<file path="config.mk">
export PLATFORM = sky130hd
export DESIGN_NAME = mem_port_arbiter
export DESIGN_NICKNAME = d
export VERILOG_FILES = /design/src/rtl/mem_arb_pkg.sv /design/src/rtl/mem_arb_watchdog.sv /design/src/rtl/mem_port_arbiter.sv
export SDC_FILE = /design/constraint.sdc
export NUM_CORES = 1
export LEC_CHECK = 0
export BUFFER_PORTS_ARGS = -buffer_cell sky130_fd_sc_hd__buf_2
export CORE_MARGIN = 2
export CORE_UTILIZATION = 44
export CTS_CLUSTER_DIAMETER = 30
export CTS_CLUSTER_SIZE = 16
export DETAILED_ROUTE_END_ITERATION = 6
export HOLD_SLACK_MARGIN = 0.06
export PLACE_DENSITY = 0.82
export SLEW_MARGIN = 20
export SYNTH_ARGS = -nofsm -noshare
export SYNTH_HDL_FRONTEND = slang
export SYNTH_SLANG_ARGS = --single-unit
</file>
<file path="constraint.sdc">
create_clock -name i_clk -period 1.85 [get_ports i_clk]
set_input_delay 0.0925 -clock i_clk [delete_from_list [all_inputs] [get_ports i_clk]]
set_output_delay 0.0925 -clock i_clk [all_outputs]
set_load 0.05 [all_outputs]
</file>
<file path="src/rtl/mem_arb_pkg.sv">
//------------------------------------------------------------------------------
// Module  : mem_arb_pkg
// Brief   : Shared types and default widths for the unified memory-port arbiter.
// Revision: 1.0 - initial release
//------------------------------------------------------------------------------
`default_nettype none

package mem_arb_pkg;

  localparam int unsigned c_ADDR_W_DEF  = 32;
  localparam int unsigned c_DATA_W_DEF  = 32;
  localparam int unsigned c_TIMEOUT_DEF = 255;

  typedef enum logic [1:0] {
    IDLE  = 2'd0,
    ISSUE = 2'd1,
    WAIT  = 2'd2,
    RESP  = 2'd3
  } arb_state_t;

  typedef enum logic {
    GNT_IF = 1'b0,
    GNT_D  = 1'b1
  } arb_gnt_t;

endpackage

`default_nettype wire

</file>
<file path="src/rtl/mem_arb_watchdog.sv">
//------------------------------------------------------------------------------
// Module  : mem_arb_watchdog
// Brief   : Transaction timeout counter with sticky flag (MEM_ARB_TIMEOUT_EN builds).
// Revision: 1.0 - initial release
//------------------------------------------------------------------------------
`default_nettype none

module mem_arb_watchdog #(
  parameter int TIMEOUT_CYCLES = 255
) (
  input  logic i_clk,
  input  logic i_rst,
  input  logic i_start,
  input  logic i_active,
  output logic o_expire,
  output logic o_timeout
);

  localparam int                c_CNT_W = (TIMEOUT_CYCLES < 2) ? 1 : $clog2(TIMEOUT_CYCLES + 1);
  localparam logic [c_CNT_W-1:0] c_LAST  = c_CNT_W'(TIMEOUT_CYCLES - 1);

  logic [c_CNT_W-1:0] r_count;
  logic               r_timeout;

  // Expires on the last allowed ISSUE/WAIT cycle so the abort edge lands exactly at the limit
  assign o_expire  = i_active && (r_count == c_LAST);
  assign o_timeout = r_timeout;

  always_ff @(posedge i_clk) begin
    if (i_rst) begin
      r_count   <= '0;
      r_timeout <= 1'b0;
    end else begin
      if (i_start) begin
        r_count <= '0;
      end else if (i_active && !o_expire) begin
        r_count <= r_count + 1'b1;
      end
      if (o_expire) begin
        r_timeout <= 1'b1;
      end
    end
  end

endmodule

`default_nettype wire

</file>
<file path="src/rtl/mem_port_arbiter.sv">
//------------------------------------------------------------------------------
// Module  : mem_port_arbiter
// Brief   : Shares one ready/valid memory port between fetch and data requesters,
//           data first. Optional watchdog under macro MEM_ARB_TIMEOUT_EN.
// Revision: 1.0 - initial release
//------------------------------------------------------------------------------
`default_nettype none

module mem_port_arbiter
  import mem_arb_pkg::*;
#(
  parameter int ADDR_W         = c_ADDR_W_DEF,
  parameter int DATA_W         = c_DATA_W_DEF,
  parameter int TIMEOUT_CYCLES = c_TIMEOUT_DEF
) (
  input  logic                i_clk,
  input  logic                i_rst,
  input  logic                i_if_req,
  input  logic [ADDR_W-1:0]   i_if_addr,
  output logic [DATA_W-1:0]   o_if_rdata,
  output logic                o_if_valid,
  input  logic                i_d_ren,
  input  logic                i_d_wen,
  input  logic [ADDR_W-1:0]   i_d_addr,
  input  logic [DATA_W-1:0]   i_d_wdata,
  input  logic [DATA_W/8-1:0] i_d_mask,
  output logic [DATA_W-1:0]   o_d_rdata,
  output logic                o_d_valid,
  output logic                o_stall,
  output logic [ADDR_W-1:0]   o_mem_addr,
  output logic                o_mem_ren,
  output logic                o_mem_wen,
  output logic [DATA_W-1:0]   o_mem_wdata,
  output logic [DATA_W/8-1:0] o_mem_mask,
  input  logic                i_mem_ready,
  input  logic [DATA_W-1:0]   i_mem_rdata,
  input  logic                i_mem_valid
`ifdef MEM_ARB_TIMEOUT_EN
  ,
  output logic                o_timeout
`endif
);

  localparam int c_MASK_W = DATA_W / 8;

  arb_state_t          r_state;
  arb_state_t          w_state_nxt;
  arb_gnt_t            r_gnt;
  logic [ADDR_W-1:0]   r_addr;
  logic [DATA_W-1:0]   r_wdata;
  logic [c_MASK_W-1:0] r_mask;
  logic                r_is_write;
  logic [DATA_W-1:0]   r_if_rdata;
  logic [DATA_W-1:0]   r_d_rdata;
  logic                r_if_valid;
  logic                r_d_valid;

  logic w_d_req;
  logic w_take;
  logic w_done;
  logic w_abort;

  assign w_d_req = i_d_ren | i_d_wen;
  assign w_take  = (r_state == IDLE) && (w_d_req || i_if_req);
  assign w_done  = (r_state == WAIT) && i_mem_valid;

`ifdef MEM_ARB_TIMEOUT_EN
  mem_arb_watchdog #(
    .TIMEOUT_CYCLES (TIMEOUT_CYCLES)
  ) u_watchdog (
    .i_clk     (i_clk),
    .i_rst     (i_rst),
    .i_start   (w_take),
    .i_active  ((r_state == ISSUE) || (r_state == WAIT)),
    .o_expire  (w_abort),
    .o_timeout (o_timeout)
  );
`else
  logic w_unused_timeout;
  assign w_unused_timeout = TIMEOUT_CYCLES[0];
  assign w_abort          = 1'b0;
`endif

  always_comb begin
    w_state_nxt = r_state;
    case (r_state)
      IDLE:    if (w_take) w_state_nxt = ISSUE;
      ISSUE: begin
        if (w_abort)          w_state_nxt = RESP;
        else if (i_mem_ready) w_state_nxt = WAIT;
      end
      WAIT:    if (w_abort || i_mem_valid) w_state_nxt = RESP;
      RESP:    w_state_nxt = IDLE;
      default: w_state_nxt = IDLE;
    endcase
  end

  always_ff @(posedge i_clk) begin
    if (i_rst) begin
      r_state    <= IDLE;
      r_gnt      <= GNT_IF;
      r_addr     <= '0;
      r_wdata    <= '0;
      r_mask     <= '0;
      r_is_write <= 1'b0;
      r_if_rdata <= '0;
      r_d_rdata  <= '0;
      r_if_valid <= 1'b0;
      r_d_valid  <= 1'b0;
    end else begin
      r_state    <= w_state_nxt;
      r_if_valid <= 1'b0;
      r_d_valid  <= 1'b0;
      if (w_take) begin
        r_gnt      <= w_d_req ? GNT_D : GNT_IF;
        r_addr     <= w_d_req ? i_d_addr : i_if_addr;
        r_wdata    <= w_d_req ? i_d_wdata : '0;
        r_mask     <= w_d_req ? i_d_mask : '0;
        r_is_write <= i_d_wen;
      end
      // An aborted transaction still completes toward the requester, with zero data
      if (w_abort) begin
        if (r_gnt == GNT_D) begin
          r_d_valid <= 1'b1;
          r_d_rdata <= '0;
        end else begin
          r_if_valid <= 1'b1;
          r_if_rdata <= '0;
        end
      end else if (w_done) begin
        if (r_gnt == GNT_D) begin
          r_d_valid <= 1'b1;
          if (!r_is_write) r_d_rdata <= i_mem_rdata;
        end else begin
          r_if_valid <= 1'b1;
          r_if_rdata <= i_mem_rdata;
        end
      end
    end
  end

  assign o_mem_addr  = r_addr;
  assign o_mem_wdata = r_wdata;
  assign o_mem_mask  = r_mask;
  assign o_mem_ren   = (r_state == ISSUE) && !r_is_write;
  assign o_mem_wen   = (r_state == ISSUE) && r_is_write;

  assign o_if_rdata = r_if_rdata;
  assign o_if_valid = r_if_valid;
  assign o_d_rdata  = r_d_rdata;
  assign o_d_valid  = r_d_valid;

  assign o_stall = (i_if_req & ~r_if_valid) | (w_d_req & ~r_d_valid);

endmodule

`default_nettype wire

</file>
---- Word level (Yosys, flattened, before mapping) ----
Cells that the tools add are included.
cells by class
  add/subtract/negate cells ............... 0
  multipliers ............................. 0
  divide/modulo/power cells ............... 0
  magnitude comparators ................... 0
  equal/unequal tests ..................... 6
  shift operators ......................... 0
  mux-type cells .......................... 10
  bitwise operators ....................... 9
  reductions and logical operators ........ 11
operators by type and width
  kind                                                  number
  two-way mux 32 bit                                    2
  case mux 2 bit (4 select lines)                       1
  two-way mux 2 bit                                     3
  inequality test 2 bit (second input constant)         3
  AND reduction 3 bit                                   2
  NOT 1 bit                                             5
  equality test 2 bit (second input constant)           2
  logical AND 1 bit                                     4
  two-way mux 4 bit                                     1
  two-way mux 1 bit                                     3
  AND 1 bit                                             2
  equality test 2 x 1 -> 1 bit (second input constant)  1
  logical NOT 2 bit                                     1
  bitwise OR 1 bit                                      2
  AND reduction 2 bit                                   1
  OR reduction 2 bit                                    1
  logical NOT 1 bit                                     1
  logical OR 1 bit                                      1
word-level totals
  register bits after elaboration ......... 138
  bits in latches ......................... 0
  RAM bits ................................ 0
  ROM bits ................................ 0
  input bits .............................. 139
  output and inout bits ................... 137
  logic and storage cells ................. 46
  memories ................................ 0

---- Depth between registers and ports, before layout ----
  word-level depth ........................ 5
  mapped depth ............................ 7
  depth with buffers taken out ............ 5

---- Worst setup path after synthesis ----
OpenSTA, ideal clock, no wires.
  kind .................................... reg2out
  start ................................... register r_d_valid, in the netlist o_d_valid
  end ..................................... output port o_stall
  arrival ................................. 1.312 ns
  required time ........................... 1.757 ns
  path slack .............................. 0.446 ns
  stages on the path, launching flop included .. 2
  path buffers ............................ 0
  path through ............................ dfxtp_1 o22ai_1
on the way
  longest elaborated chain between the ends .. 3
RTL lines
  item                    line                     RTL
  start, declared         mem_port_arbiter.sv:56   logic r_d_valid;
  start signal, assigned  mem_port_arbiter.sv:109  r_d_valid <= 1'b0;
  start signal, assigned  mem_port_arbiter.sv:113  r_d_valid <= 1'b0;
  start signal, assigned  mem_port_arbiter.sv:124  r_d_valid <= 1'b1;
  NOT 1 bit               mem_port_arbiter.sv:153  assign o_stall = (i_if_req & ~r_if_valid) | (w_d_req & ~r_d_valid);
  AND 1 bit               mem_port_arbiter.sv:153
  bitwise OR 1 bit        mem_port_arbiter.sv:153
  end, declared           mem_port_arbiter.sv:29   output logic o_stall,
No other way between the ends.

---- Final worst setup path ----
  start ................................... input port i_d_wen
  end ..................................... register r_addr[0], in the netlist o_mem_addr[0]
on the way
  longest elaborated chain between the ends .. 3
  elaborated cells between the ends (all ways) .. 4
  classes of those cells .................. 1 x mux; 1 x bitwise; 2 x reduce/logical
RTL lines
  item                  line                     RTL
  start, declared       mem_port_arbiter.sv:23   input logic i_d_wen,
  bitwise OR 1 bit *    mem_port_arbiter.sv:63   assign w_d_req = i_d_ren | i_d_wen;
  logical OR 1 bit      mem_port_arbiter.sv:64   assign w_take = (r_state == IDLE) && (w_d_req || i_if_req);
  logical AND 1 bit     mem_port_arbiter.sv:64
  end signal, assigned  mem_port_arbiter.sv:116  r_addr <= w_d_req ? i_d_addr : i_if_addr;
  end, declared         mem_port_arbiter.sv:49   logic [ADDR_W-1:0] r_addr;
Every way passes the cells marked *; elsewhere a longest branch is shown, timed or not.
A chain may end at the register's enable or synchronous reset.

==> run metrics <==
cts bufs inserted 17; Initial Util 44.55%; H-tree levels 4; Peak VDD IR around 1000 uV; clock tree buffer depth 2; Routability Congestion around 0.8; Clk Latency, worst-skew pair 0.41 ns; layout cell share with drive strength beyond 1 between 30% and 40%; Placement Setup Slack about 0.12 ns; drt first pass iters 5; CTS clk-pin slew, worst paths 0.06 ns; Crit Path Category input port to flop; GR Util met3 under 10%; 1st-iter DRT viols a little over 500; initial antenna violation count 2; Synthesized Nets 682; Critical Path Source Type input port; Worst setup EP type flop; Synth cell types 33; main area contributors after synthesis dfxtp_1 55%, nand2_1 9.7%, a21oi_1 9.6%, mux2i_1 6.5%, a22o_1 6.3%; Slew @ Worst Pin around 0.8 ns; Clock Skew between 0.009 and 0.01 ns; die height 111.1 um; top-count cell post-synth dfxtp_1; fill cell count about 730; Hold Violations, Final 0; minimum clock period after layout 1.781 ns; Max-slew headroom a little under half; Synth async-reset ratio 0%; Post-Synthesis Cells 540; setup slack after layout about 0.07 ns; # Max-Cap Violations 0; total track usage between 20% and 30%; Area growth, synth to finish 69.26%; busiest grt layer met2; DRT Wirelength between 15,000 and 20,000 um; Top FF cell, synth dfxtp_1; Achievable Freq around 0.56 GHz; Cell Rows 39; Yosys reg bits 138; Detail Route Antenna Nets 0; post-detail-place hpwl ~9400 um; Final Power ~12 mW; area leader, netlist dfxtp_1; RSZ-0062 raised after global routing no; Die W around 110 um; die area between 10,000 and 15,000 um^2; total grt overflow 0; status completed; GRT met2 Usage 49.69%; Layout Nets around 1.1k; Max Slew Vio Count 0; Port Buf Inserts about 280; io pins approximately 280; via count about 5.7k; Clock Tree Root clkbuf_16; vias per std cell just over 5; Pleak around 4 nW; core footprint roughly 11,000 um^2; Power Density approximately 1400 nW/um^2; global-route wire length before repair between 20,000 and 30,000 um; synth warn 0; Post-Place Cell Area 6487 um^2; setup_tns 0 ns; critical path peak fanout 6; critical path arrival roughly 2.0 ns; top post-synthesis cells by count 138 x dfxtp_1, 131 x nand2_1, 97 x a21oi_1; Crit path required time roughly 2.1 ns; # clock sinks between 100 and 150; final setup vio count 0; Wirelength per Cell roughly 17 um; pin count of the biggest net entering global routing 65; Synth top area share 54.78%; Hold Crit Class input port to flop; synthesized cell area slightly above 5000 um^2; period utilization 96.26%; CTS tree built; met1 usage a little under a third; design area ~8500 um^2; Mean Syn Cell Area between 9 and 10 um^2; register area share after synthesis a little over half; number of synthesized flops with an enable pin 0; DRC violations left 0; vias in the first global route between 5k and 6k
[final timing paths]
check                                     from              end  slack (ns)  cells after the start
worst max-delay path                   i_d_wen    o_mem_addr[0]        0.07                      7
worst min-delay path               i_mem_ready       r_state[0]         0.1                      4
worst max register to register      r_state[0]  o_mem_wdata[12]        0.14                      5
worst min register to register  o_if_rdata[18]   o_if_rdata[18]        0.45                      2
[metal layers]
layer  vias to the layer above  part of all wire (%)
met5                         -                 0.093
met4                         2                   4.5
met3                        69                   6.8
met2                       273                    50
met1                      2651                    39
li1                       2669                     -
[cell usage in the layout, fill, tap and decap left out, types with 3 or more instances in the layout]
| cell | netlist | layout |
|---|---|---|
| bufinv_16 | 0 | 4 |
| inv_1 | 4 | 4 |
| o21ai_1 | 12 | 12 |
| nand2_1 | 131 | 131 |
| a21oi_1 | 97 | 97 |
| a22o_1 | 36 | 36 |
| buf_2 | 14 | 275 |
| clkinv_2 | 0 | 4 |
| nor2_1 | 5 | 5 |
| ha_1 | 3 | 3 |
| o21ai_0 | 20 | 20 |
| buf_4 | 3 | 8 |
| dlygate4sd3_1 | 0 | 136 |
| buf_12 | 0 | 6 |
| dfxtp_1 | 138 | 136 |
| mux2i_1 | 33 | 33 |
| clkbuf_16 | 0 | 18 |
[cell families after synthesis]
group	count (synthesis)	share of synthesized area (%)
flip-flops	138	54.78
AND/OR/NAND/NOR	148	12.08
buffers and inverters	47	5.557
AO/OA/AOI/OAI	171	20.29
adder cells (fa/ha/maj)	3	0.7443
multiplexers	33	6.549
[critical path: stages]
cell	delay, ns
dlygate4sd3_1	0.55
buf_2	0.15
or2_4	0.27
buf_12	0.15
mux2i_1	0.16
dlygate4sd3_1	0.58
a21oi_1	0.08
[state kept, by name, summed over array words and instances, names as in the netlist, 2 cells and up]
signal,cells
o_d_rdata,32
o_mem_mask,4
o_mem_addr,32
o_mem_wdata,32
r_state,2
o_if_rdata,32
[through the flow]
stage                     instances  hold slack (ns)  utilization [%]
final                          1099          0.09748            75.41
after floorplan                 540           0.2251                -
after detailed placement        926           0.3120            57.31
after global placement          926           0.3077            57.31
after CTS                      1093          0.08781            74.86
after global routing           1099           0.1274            75.41
[cell type report]
class	count	area (um^2)	area share [%]
Timing Repair Buffer	426	2943	34.47
Inverter	5	18.77	0.2198
Tap cell	143	178.9	2.096
Clock inverter	12	172.7	2.023
Clock buffer	19	452.9	5.306
Multi-Input combinational cell	355	2003	23.46
Sequential cell	138	2765	32.39
Antenna cell	1	2.502	0.02931
[power by group]
part	switching, mW	total, mW	internal (mW)
Sequential	0.353	3.94	3.58
Combinational	3.24	4.45	1.21
Clock	1.27	3.58	2.31
[what timing repair did]
item | CTS | global route
resized for setup | 0 | 3
endpoints found under the setup margin | 0 | 2
hold buffers | 136 | 0
setup buffers | 0 | 4
endpoints found under the hold margin | 136 | 0
Power figures use the tool's default switching activity.
